File: config.mk
export PLATFORM = sky130hd
export DESIGN_NAME = ex_muldiv
export DESIGN_NICKNAME = d
export VERILOG_FILES = /design/src/rtl/ex_muldiv.sv
export SDC_FILE = /design/constraint.sdc
export NUM_CORES = 1
export LEC_CHECK = 0
export ABC_AREA = 0
export CORE_ASPECT_RATIO = 0.9
export CORE_MARGIN = 3
export CORE_UTILIZATION = 42
export DETAILED_ROUTE_END_ITERATION = 8
export PLACE_DENSITY_LB_ADDON = 0.15
export SKIP_LAST_GASP = 1
export SYNTH_ARGS = -nofsm -noshare
export SYNTH_HDL_FRONTEND = slang
export SYNTH_SLANG_ARGS = --single-unit
File: constraint.sdc
create_clock -name clk -period 11 [get_ports clk]
set_input_delay 2.2 -clock clk [delete_from_list [all_inputs] [get_ports clk]]
set_output_delay 2.2 -clock clk [all_outputs]
set_load 0.02 [all_outputs]
File: src/rtl/ex_muldiv.sv
// Iterative RV32M multiply/divide unit for the execute stage: shift-add multiply and
// restoring divide, one bit per cycle, with a stall that holds the front of the pipeline.
module ex_muldiv #(
   parameter int XLEN = 32
) (
   input  logic            clk,
   input  logic            rst,
   input  logic            flush,
   input  logic            valid_i,
   input  logic [2:0]      funct3,
   input  logic [XLEN-1:0] rs1,
   input  logic [XLEN-1:0] rs2,
   output logic            stall,
   output logic            done,
   output logic [XLEN-1:0] result
);
   localparam int CW = $clog2(XLEN) + 1;
   localparam logic [XLEN-1:0] MIN_NEG = {1'b1, {(XLEN-1){1'b0}}};

   typedef enum logic [1:0] {IDLE, CALC, DONE} state_t;
   typedef enum logic [2:0] {
      OP_MUL, OP_MULH, OP_MULHSU, OP_MULHU, OP_DIV, OP_DIVU, OP_REM, OP_REMU
   } op_t;

   state_t            r_state;
   op_t               r_op;
   logic              r_neg;
   logic [CW-1:0]     r_cnt;
   logic [XLEN-1:0]   r_hi;
   logic [XLEN-1:0]   r_lo;
   logic [XLEN-1:0]   r_opb;
   logic              r_done;
   logic [XLEN-1:0]   r_result;

   // Operand decode and capture values
   op_t               w_op;
   logic              w_a_signed, w_b_signed, w_a_neg, w_b_neg, w_sign;
   logic [XLEN-1:0]   w_a_mag, w_b_mag;
   logic              w_div_zero, w_ovf, w_fast;
   logic [XLEN-1:0]   w_fast_res;

   assign w_op       = op_t'(funct3);
   assign w_a_signed = (w_op == OP_MULH) || (w_op == OP_MULHSU) || (w_op == OP_DIV) || (w_op == OP_REM);
   assign w_b_signed = (w_op == OP_MULH) || (w_op == OP_DIV) || (w_op == OP_REM);
   assign w_a_neg    = w_a_signed && rs1[XLEN-1];
   assign w_b_neg    = w_b_signed && rs2[XLEN-1];
   assign w_a_mag    = w_a_neg ? -rs1 : rs1;
   assign w_b_mag    = w_b_neg ? -rs2 : rs2;
   assign w_div_zero = funct3[2] && (rs2 == '0);
   assign w_ovf      = ((w_op == OP_DIV) || (w_op == OP_REM)) && (rs1 == MIN_NEG) && (rs2 == '1);
   assign w_fast     = w_div_zero || w_ovf;

   always_comb begin
      // NOTE: every combinational output gets a default first so no latch is inferred.
      w_sign = 1'b0;
      case (w_op)
         OP_MULH, OP_DIV:   w_sign = w_a_neg ^ w_b_neg;
         OP_MULHSU, OP_REM: w_sign = w_a_neg;
         default:           w_sign = 1'b0;
      endcase
   end

   always_comb begin
      w_fast_res = '0;
      if (w_div_zero)  w_fast_res = funct3[1] ? rs1 : '1;
      else if (w_ovf)  w_fast_res = funct3[1] ? '0 : MIN_NEG;
   end

   // One iteration: r_hi/r_lo is the product register for multiply, {rem, quot} for divide
   logic [XLEN:0]     w_add;
   logic [2*XLEN-1:0] w_mul_next;
   logic [XLEN:0]     w_rem_sh;
   logic [XLEN-1:0]   w_diff;
   logic              w_ge;
   logic [XLEN-1:0]   w_div_hi, w_div_lo, w_hi_next, w_lo_next;
   logic [2*XLEN-1:0] w_prod_fix;
   logic [XLEN-1:0]   w_calc_res;

   assign w_add      = {1'b0, r_hi} + {1'b0, r_opb};
   assign w_mul_next = r_lo[0] ? {w_add, r_lo[XLEN-1:1]} : {1'b0, r_hi, r_lo[XLEN-1:1]};
   assign w_rem_sh   = {r_hi, r_lo[XLEN-1]};
   assign w_ge       = w_rem_sh >= {1'b0, r_opb};
   assign w_diff     = w_rem_sh[XLEN-1:0] - r_opb;
   assign w_div_hi   = w_ge ? w_diff : w_rem_sh[XLEN-1:0];
   assign w_div_lo   = {r_lo[XLEN-2:0], w_ge};
   assign w_hi_next  = r_op[2] ? w_div_hi : w_mul_next[2*XLEN-1:XLEN];
   assign w_lo_next  = r_op[2] ? w_div_lo : w_mul_next[XLEN-1:0];
   assign w_prod_fix = r_neg ? -{w_hi_next, w_lo_next} : {w_hi_next, w_lo_next};

   always_comb begin
      w_calc_res = '0;
      case (r_op)
         OP_MUL:                      w_calc_res = w_prod_fix[XLEN-1:0];
         OP_MULH, OP_MULHSU, OP_MULHU: w_calc_res = w_prod_fix[2*XLEN-1:XLEN];
         OP_DIV, OP_DIVU:             w_calc_res = r_neg ? -w_div_lo : w_div_lo;
         default:                     w_calc_res = r_neg ? -w_div_hi : w_div_hi;
      endcase
   end

   always_comb begin
      stall = 1'b0;
      if (!rst && !flush) begin
         case (r_state)
            IDLE:    stall = valid_i;
            CALC:    stall = 1'b1;
            default: stall = 1'b0;
         endcase
      end
   end

   // NOTE: sequential state uses non-blocking assignments so every register sees pre-edge values.
   always_ff @(posedge clk) begin
      if (rst) begin
         r_state  <= IDLE;
         r_op     <= OP_MUL;
         r_neg    <= 1'b0;
         r_cnt    <= '0;
         r_hi     <= '0;
         r_lo     <= '0;
         r_opb    <= '0;
         r_done   <= 1'b0;
         r_result <= '0;
      end else if (flush) begin
         r_state <= IDLE;
         r_done  <= 1'b0;
      end else begin
         case (r_state)
            IDLE: begin
               r_done <= 1'b0;
               if (valid_i) begin
                  r_op  <= w_op;
                  r_neg <= w_sign;
                  r_hi  <= '0;
                  r_lo  <= funct3[2] ? w_a_mag : w_b_mag;
                  r_opb <= funct3[2] ? w_b_mag : w_a_mag;
                  if (w_fast) begin
                     r_result <= w_fast_res;
                     r_done   <= 1'b1;
                     r_state  <= DONE;
                  end else begin
                     r_cnt   <= CW'(XLEN);
                     r_state <= CALC;
                  end
               end
            end
            CALC: begin
               r_hi  <= w_hi_next;
               r_lo  <= w_lo_next;
               r_cnt <= r_cnt - CW'(1);
               if (r_cnt == CW'(1)) begin
                  r_result <= w_calc_res;
                  r_done   <= 1'b1;
                  r_state  <= DONE;
               end
            end
            default: begin
               r_done  <= 1'b0;
               r_state <= IDLE;
            end
         endcase
      end
   end

   assign done   = r_done;
   assign result = r_result;

endmodule

-- Yosys cells after proc, flatten, opt, wreduce, memory -nomap -nowiden
Cells that the tools add are included.
- register bits after elaboration: 141
- input bits: 71
- output and inout bits: 34
- word-level logic and storage cells: 104
- add/sub/neg operators: 8
- magnitude comparators: 1
- equal/unequal tests: 17
- mux-type cells: 38
- bitwise operators: 2
- reductions and logical operators: 29
- operators with widths (operator ; number):
    32-bit two-way mux ; 18
    32-bit one-hot mux with 2 select lines ; 3
    64-bit two-way mux ; 2
    32-bit negation ; 4
    32-bit one-hot mux with 3 select lines ; 1
    32-bit equality test, second input constant ; 2
    64-bit negation ; 1
    32-bit by 32-bit adder with 33-bit output ; 1
    33-bit by 32-bit >= comparator with 1-bit output ; 1
    32-bit logical NOT ; 1
    32-bit subtractor ; 1
    3-bit equality test, second input constant ; 4
    6-bit two-way mux ; 2
    6-bit one-hot mux with 2 select lines ; 1
    3-bit by 2-bit equality test with 1-bit output, second input constant ; 3
    2-bit inequality test, second input constant ; 4
    2-bit OR reduction ; 4
    1-bit logical OR ; 7
    3-bit by 1-bit equality test with 1-bit output, second input constant ; 2
    6-bit by 1-bit equality test with 1-bit output, second input constant ; 1
    1-bit logical AND ; 6
    2-bit two-way mux ; 3
    1-bit one-hot mux with 2 select lines ; 3
    3-bit AND reduction ; 2
    14 further kinds ; 18

-- Logic depth before layout (Yosys ltp)
Gate-level depths: netlist of run 1.
- word-level depth: 9
- mapped depth: 24
- depth with buffers taken out: 22

-- Least setup slack after synthesis of run 1
No wires, ideal clock.
- path kind: input port to flip-flop
- start point: input rs2[7]
- end point: register r_result[9], in the netlist result[9]
- setup time: 0.074 ns
- arrival: 5.634 ns
- required time: 10.926 ns
- setup slack: 5.292 ns
- cell stages on the path: 11
- buffers on the path: 0
- path through: or3_1 > or3_1 > or3_1 > or4_1 > nor4_1 > a21oi_1 > a211o_1 > nor3_1 > o311ai_0 > a211o_1 > o21ai_0
- cells in the longest elaborated chain, start to end: 7
- elaborated cells between the ends (all ways): 12
- those cells by class: eq/ne (2); mux (5); reduce/logical (5)
- ends and longest elaborated chain (element ; RTL line ; source):
    from (decl) ; 12 ; input logic [XLEN-1:0] rs2,
    32-bit equality test ; 50 ; assign w_ovf = ((w_op == OP_DIV) || (w_op == OP_REM)) && (rs1 == MIN_NEG) && (rs2 == '1);
    1-bit logical AND ; 50 ;
    32-bit two-way mux ; 66 ; else if (w_ovf) w_fast_res = funct3[1] ? '0 : MIN_NEG;
    32-bit two-way mux ; 65 ; if (w_div_zero) w_fast_res = funct3[1] ? rs1 : '1;
    32-bit two-way mux ; 136 ; if (w_fast) begin
    32-bit two-way mux ; 130 ; if (valid_i) begin
    32-bit one-hot mux with 2 select lines ; 127 ; case (r_state)
    to (signal assigned) ; 137 ; r_result <= w_fast_res;
    to (signal assigned) ; 151 ; r_result <= w_calc_res;
    to (decl) ; 33 ; logic [XLEN-1:0] r_result;
Parallel ways exist; a longest one is shown, timed or not. The select of a mux whose other input is x is not followed.
A chain may end at the register's enable or synchronous reset.

-- Worst setup path in the final report of run 1
- start point: register r_hi[19]
- end point: register r_result[0], in the netlist result[0]
- cells in the longest elaborated chain, start to end: 8
- elaborated cells between the ends (all ways): 13
- those cells by class: add/sub (3); order compare (1); mux (9)
- ends and longest elaborated chain (element ; RTL line ; source):
    from (decl) ; 29 ; logic [XLEN-1:0] r_hi;
    from (signal assigned) ; 147 ; r_hi <= w_hi_next;
    33-bit by 32-bit >= comparator with 1-bit output * ; 82 ; assign w_ge = w_rem_sh >= {1'b0, r_opb};
    32-bit two-way mux ; 84 ; assign w_div_hi = w_ge ? w_diff : w_rem_sh[XLEN-1:0];
    32-bit two-way mux ; 86 ; assign w_hi_next = r_op[2] ? w_div_hi : w_mul_next[2*XLEN-1:XLEN];
    64-bit negation ; 88 ; assign w_prod_fix = r_neg ? -{w_hi_next, w_lo_next} : {w_hi_next, w_lo_next};
    64-bit two-way mux ; 88 ;
    32-bit one-hot mux with 3 select lines * ; 92 ; case (r_op)
    32-bit two-way mux * ; 150 ; if (r_cnt == CW'(1)) begin
    32-bit one-hot mux with 2 select lines * ; 127 ;
Mark *: on every way between the ends. The rest lies on a longest branch, timed or not. The select of a mux whose other input is x is not followed.

==> out/metrics.csv, run 1 <==
metric;value;unit
area grow syn2layout;10.3;%
FFs w/ async S/R, synth;0;%
GRT overflow;0;
CP cell instances;ha_1 > a21oi_1 > o21ai_1 > a21oi_1 > o211a_4 > nand2_8 > inv_2 > a21oi_2 > inv_2 > ha_1 > o211ai_1 > a2111oi_1 > o21ai_0 > or2_2 > nor3_1 > a21oi_1 > xnor2_1 > nor2_1 > a2111oi_0 > nor3_1 > nor2_1;
final clock period utilization by the worst path;61.7;%
Max-slew headroom;22.9;%
Seq cells post-synth;141;
Max Clk Rate;147;MHz
power density cells;110;nW/um^2
fin nets;2701;
Slew @ Worst Pin;1.13;ns
max-slew violation count;0;
largest net degree at the start of global routing;73;
ANT cells;0;
vias in the first global route;18700;
syn_nets;2742;
CP Launch Type;flop;
R2R Setup Slk;4.21;ns
final hold viol count;0;
status;completed;
minimum clock period;6.79;ns
CP Data Arrival Time;7.18;ns
worst min-delay path category;flop to flop;
DR iter-0 viols;2602;
Num CTS Buffers;17;
clock tree buffer depth;2;
Peak VDD IR;0.000101;V
hold_buf cts;0;
cts repair resizes;0;
max cap viols;0;
GPL Wtd Cong;0.979;
DIE AREA;44500;um^2
CORE AREA;41100;um^2
routed len/inst;24.4;um
clock latency on the worst-skew pair;0.46;ns
Routed Wire Length;75800;um
IO Pins;105;
Die Y;200;um
CP Max Fanout;46;
number of remaining DRC errors;0;
total power;2.14;mW
clk slew on worst S/H paths;0.07;ns
CTS tree;yes;
Synth warnings;0;
first-pass GRT wire length;115000;um
Data required, critical path;11.39;ns
commonest non-fill, non-tap cell in the layout;nor2_1;
Worst path max stage delay;0.86;ns
post-detail-place hpwl;56800;um
placed insts;3077;
overall routing resource usage;32.6;%
critical setup path kind;flop to flop;
CTS root buf;clkbuf_16;
Antenna Violating Nets Remaining;0;
Post-synth EDFFs;0;
post-CTS setup buffer count;0;
First-pass DRT Iterations;8;
RSZ-0062 raised after global routing;no;
vias per inst;6.56;
vias;20400;
Synth cell types;89;
Setup TNS;0;ns
Port Buffers;104;
top_reg_cell synth;dfxtp_1;
initial antenna violation count;0;
Static Leak;7.12;nW
Horiz. Die Dim;222;um
Worst Setup End Kind;flop;
Seq/Total Area, Yosys;16.0;%
CTS Sinks;141;
fin cells;3109;
highest-count cells in the layout ignoring fill and taps;297 x nor2_1, 240 x nand2_1, 234 x a21oi_1, 195 x o21ai_0, 138 x dfxtp_1;
final setup fails;0;
Setup Skew;0.0108;ns
cell mode on critical path;a21oi_1;
Mapped Cells;2597;
Starting Density;43.0;%
fin util;47.4;%
CP max stage cell;a2111oi_1;
Mapped Area;17700;um^2
htree depth;4;
ratio of cells with drive above 1 in the final layout;5.22;%
Syn Area/Cell;6.80;um^2
# rows;70;
-- final cells by class --
| cell class | instances | area, um^2 |
|---|---|---|
| Clock buffer | 17 | 425 |
| Clock inverter | 15 | 173 |
| Fill cell | 4208 | 21600 |
| Inverter | 83 | 312 |
| Multi-Input combinational cell | 2173 | 13800 |
| Sequential cell | 141 | 2830 |
| Tap cell | 540 | 676 |
| Timing Repair Buffer | 140 | 1300 |
-- routing by layer --
metal | up-vias | wire, um | track usage (%)
li1 | 9452 | - | -
met1 | 9708 | 33300 | 46.3
met2 | 1076 | 32100 | 48.2
met3 | 164 | 6180 | 4.33
met4 | 0 | 4190 | 16.3
met5 | - | 0 | 0
-- worst paths after layout --
path	startpoint	cells past startpoint	end
setup / recovery	r_hi[19]$_SDFFE_PP0P_	21	result[0]$_SDFFE_PP0P_
hold / removal	r_opb[3]$_SDFFE_PP0P_	2	r_opb[3]$_SDFFE_PP0P_
hold reg to reg	r_opb[3]$_SDFFE_PP0P_	2	r_opb[3]$_SDFFE_PP0P_
setup reg to reg	r_hi[19]$_SDFFE_PP0P_	21	result[0]$_SDFFE_PP0P_
-- synthesized netlist by cell type, types with 63 or more instances --
cell | n | area, um^2
a211oi_1 | 63 | 473
a21oi_1 | 234 | 1170
clkbuf_1 | 151 | 567
dfxtp_1 | 141 | 2820
ha_1 | 72 | 901
inv_1 | 80 | 300
mux2i_1 | 74 | 741
nand2_1 | 240 | 901
nor2_1 | 299 | 1120
nor3_1 | 98 | 490
o211ai_1 | 69 | 518
o21ai_0 | 195 | 976
xnor2_1 | 108 | 946
xor2_1 | 89 | 780
-- flip-flops by register name, summed over array words and instances, names as in the netlist --
name / flops
r_opb: 32
done: 1
r_cnt: 6
r_hi: 32
r_neg: 1
r_op: 3
r_state: 2
result: 32
r_lo: 32
-- through the flow --
step | cell area (um^2) | hold slack, ns | setup slack [ns]
after floorplan | 17700 | 0.449 | 5.29
after global placement | 18900 | 0.458 | 4.27
final | 19500 | 0.471 | 4.21
after detailed placement | 18900 | 0.464 | 4.09
after CTS | 19500 | 0.473 | 4.10
after global routing | 19500 | 0.489 | 3.70
-- worst max-delay path: cells and delay by family, from the launching register on --
family / cells / cell delay [ns]
adder cells (fa/ha/maj): 2 / 0.63
XOR/XNOR: 1 / 0.16
AO/OA/AOI/OAI: 10 / 3.56
flip-flops: 1 / 0.47
buffers and inverters: 2 / 0.50
AND/OR/NAND/NOR: 6 / 1.35
-- power by group --
group / switching (mW) / internal [mW]
clock network: 0.272 / 0.356
logic: 0.608 / 0.321
registers: 0.0462 / 0.535
total: 0.926 / 1.21
-- kinds of logic after synthesis --
kind of cell / synth area share, %
AO/OA/AOI/OAI: 32.5
XOR/XNOR: 9.78
adder cells (fa/ha/maj): 5.33
buffers and inverters: 6.28
flip-flops: 16.0
multiplexers: 4.91
AND/OR/NAND/NOR: 25.2
Power figures use the tool's default switching activity.
==> run 2: changes to the inputs <==
- clock period: 11 -> 7 ns (I/O delays scaled with it)
==> run 2 against run 1 <==
  * Critical path depth decreased by 5
  * Total power rose by 63%
  * Largest cell class unchanged
  * Critical path type unchanged
  * Register-to-register slack worse by 3.7 ns
==> out/metrics.csv, run 2 (same netlist as run 1, synthesis figures left out) <==
metric;value;unit
Fillers;4230;
CP max stage cell;nor4_2;
area of the multi-input gates;13800;um^2
Port Buffers;104;
cts repair resizes;0;
Die Y;200;um
max cap viols;0;
Peak VDD IR;0.000146;V
IO Pins;105;
Worst path max stage delay;0.82;ns
overall routing resource usage;32.6;%
status;completed;
largest net degree at the start of global routing;70;
CORE AREA;41100;um^2
Antenna Violating Nets Remaining;0;
Horiz. Die Dim;222;um
clock tree buffer depth;2;
final setup fails;0;
CP Data Arrival Time;6.82;ns
Num CTS Buffers;17;
vias;20500;
CP cell instances;inv_1 > ha_1 > nand4_1 > nor4_2 > nand4_1 > o211a_4 > nand2_8 > buf_4 > mux2i_1 > a22oi_1 > or4b_1 > or4b_1 > o41ai_1 > xnor2_1 > a21oi_1 > a2111oi_0;
number of remaining DRC errors;0;
ratio of cells with drive above 1 in the final layout;5.21;%
DIE AREA;44500;um^2
clk slew on worst S/H paths;0.07;ns
First-pass DRT Iterations;7;
area grow syn2layout;10.9;%
GRT overflow;0;
Routed Wire Length;75800;um
# rows;70;
worst min-delay path category;flop to flop;
fin nets;2703;
power density cells;178;nW/um^2
Setup TNS;0;ns
commonest non-fill, non-tap cell in the layout;nor2_1;
hold_buf cts;0;
CTS Sinks;141;
vias per inst;6.58;
CTS root buf;clkbuf_16;
htree depth;4;
Starting Density;43.0;%
critical setup path kind;flop to flop;
fin util;47.6;%
CP Max Fanout;35;
Max Clk Rate;154;MHz
GPL Wtd Cong;0.967;
max-slew violation count;0;
minimum clock period;6.49;ns
FF/Latch Area;2830;um^2
post-detail-place hpwl;57900;um
initial antenna violation count;0;
DP Area;18900;um^2
first-pass GRT wire length;114000;um
final hold viol count;0;
Setup Skew;0.0121;ns
post-CTS setup buffer count;0;
highest-count cells in the layout ignoring fill and taps;297 x nor2_1, 240 x nand2_1, 234 x a21oi_1, 195 x o21ai_0, 138 x dfxtp_1;
clock latency on the worst-skew pair;0.46;ns
R2R Setup Slk;0.51;ns
Worst Setup End Kind;flop;
RSZ-0062 raised after global routing;no;
Static Leak;7.16;nW
DR iter-0 viols;2377;
Slew @ Worst Pin;1.19;ns
routed len/inst;24.4;um
Max-slew headroom;20.3;%
Data required, critical path;7.34;ns
design area;19600;um^2
CTS tree;yes;
final clock period utilization by the worst path;92.7;%
CP Launch Type;flop;
vias in the first global route;18500;
ANT cells;0;
==> run 2: cell count changes in the layout (fill, tap and decap cells not counted), sizes merged <==
| cell | delta |
|---|---|
| bufinv | +3 |
| clkinv | -4 |
| clkinvlp | -1 |
| inv | +1 |
| clkbuf | +1 |
| buf | +2 |
==> run 2: worst max-delay path: cells and delay by family, from the launching register on <==
| family | cells | cell delay [ns] |
|---|---|---|
| AND/OR/NAND/NOR | 6 | 2.95 |
| buffers and inverters | 2 | 0.51 |
| adder cells (fa/ha/maj) | 1 | 0.41 |
| flip-flops | 1 | 0.38 |
| AO/OA/AOI/OAI | 5 | 1.50 |
| multiplexers | 1 | 0.36 |
| XOR/XNOR | 1 | 0.19 |
==> run 2: layout make-up <==
type                    instances  area share (%)
flip-flops and latches        141            14.5
inverters                      83            1.59
clock buffers                  18            2.19
multi-input cells            2173            70.3
clock inverters                14            1.23
repair buffers                142            6.80
well taps                     540            3.45
==> run 2: path summary, 6_finish.rpt <==
check,from,to,cells after the start
setup / recovery,r_opb[28]$_SDFFE_PP0P_,result[27]$_SDFFE_PP0P_,16
hold / removal,r_opb[1]$_SDFFE_PP0P_,r_opb[1]$_SDFFE_PP0P_,2
setup reg to reg,r_opb[28]$_SDFFE_PP0P_,result[27]$_SDFFE_PP0P_,16
hold reg to reg,r_opb[1]$_SDFFE_PP0P_,r_opb[1]$_SDFFE_PP0P_,2
==> run 2: power breakdown <==
part | switching (mW) | internal [mW] | total, mW
clock | 0.425 | 0.671 | 1.10
sequential | 0.0790 | 0.841 | 0.920
combinational | 0.967 | 0.507 | 1.47
==> run 2: routing by layer <==
metal	part of all wire, %	GRT usage, %	routed length, um
met4	4.2	12.6	3200
met5	0	0	0
met2	44	49.8	33100
met3	8.2	4.87	6200
met1	44	46.1	33300
==> run 2: stage by stage <==
stage / power (mW) / cells / setup WS (ns) / hold slack (ns)
floorplan: 1.90 / 2597 / 1.82 / 0.449
global placement: 2.36 / 3079 / 0.748 / 0.466
detailed placement: 2.37 / 3079 / 0.698 / 0.468
CTS: 3.45 / 3111 / 0.755 / 0.477
global route: 3.64 / 3111 / 0.325 / 0.502
finish: 3.49 / 3111 / 0.514 / 0.473
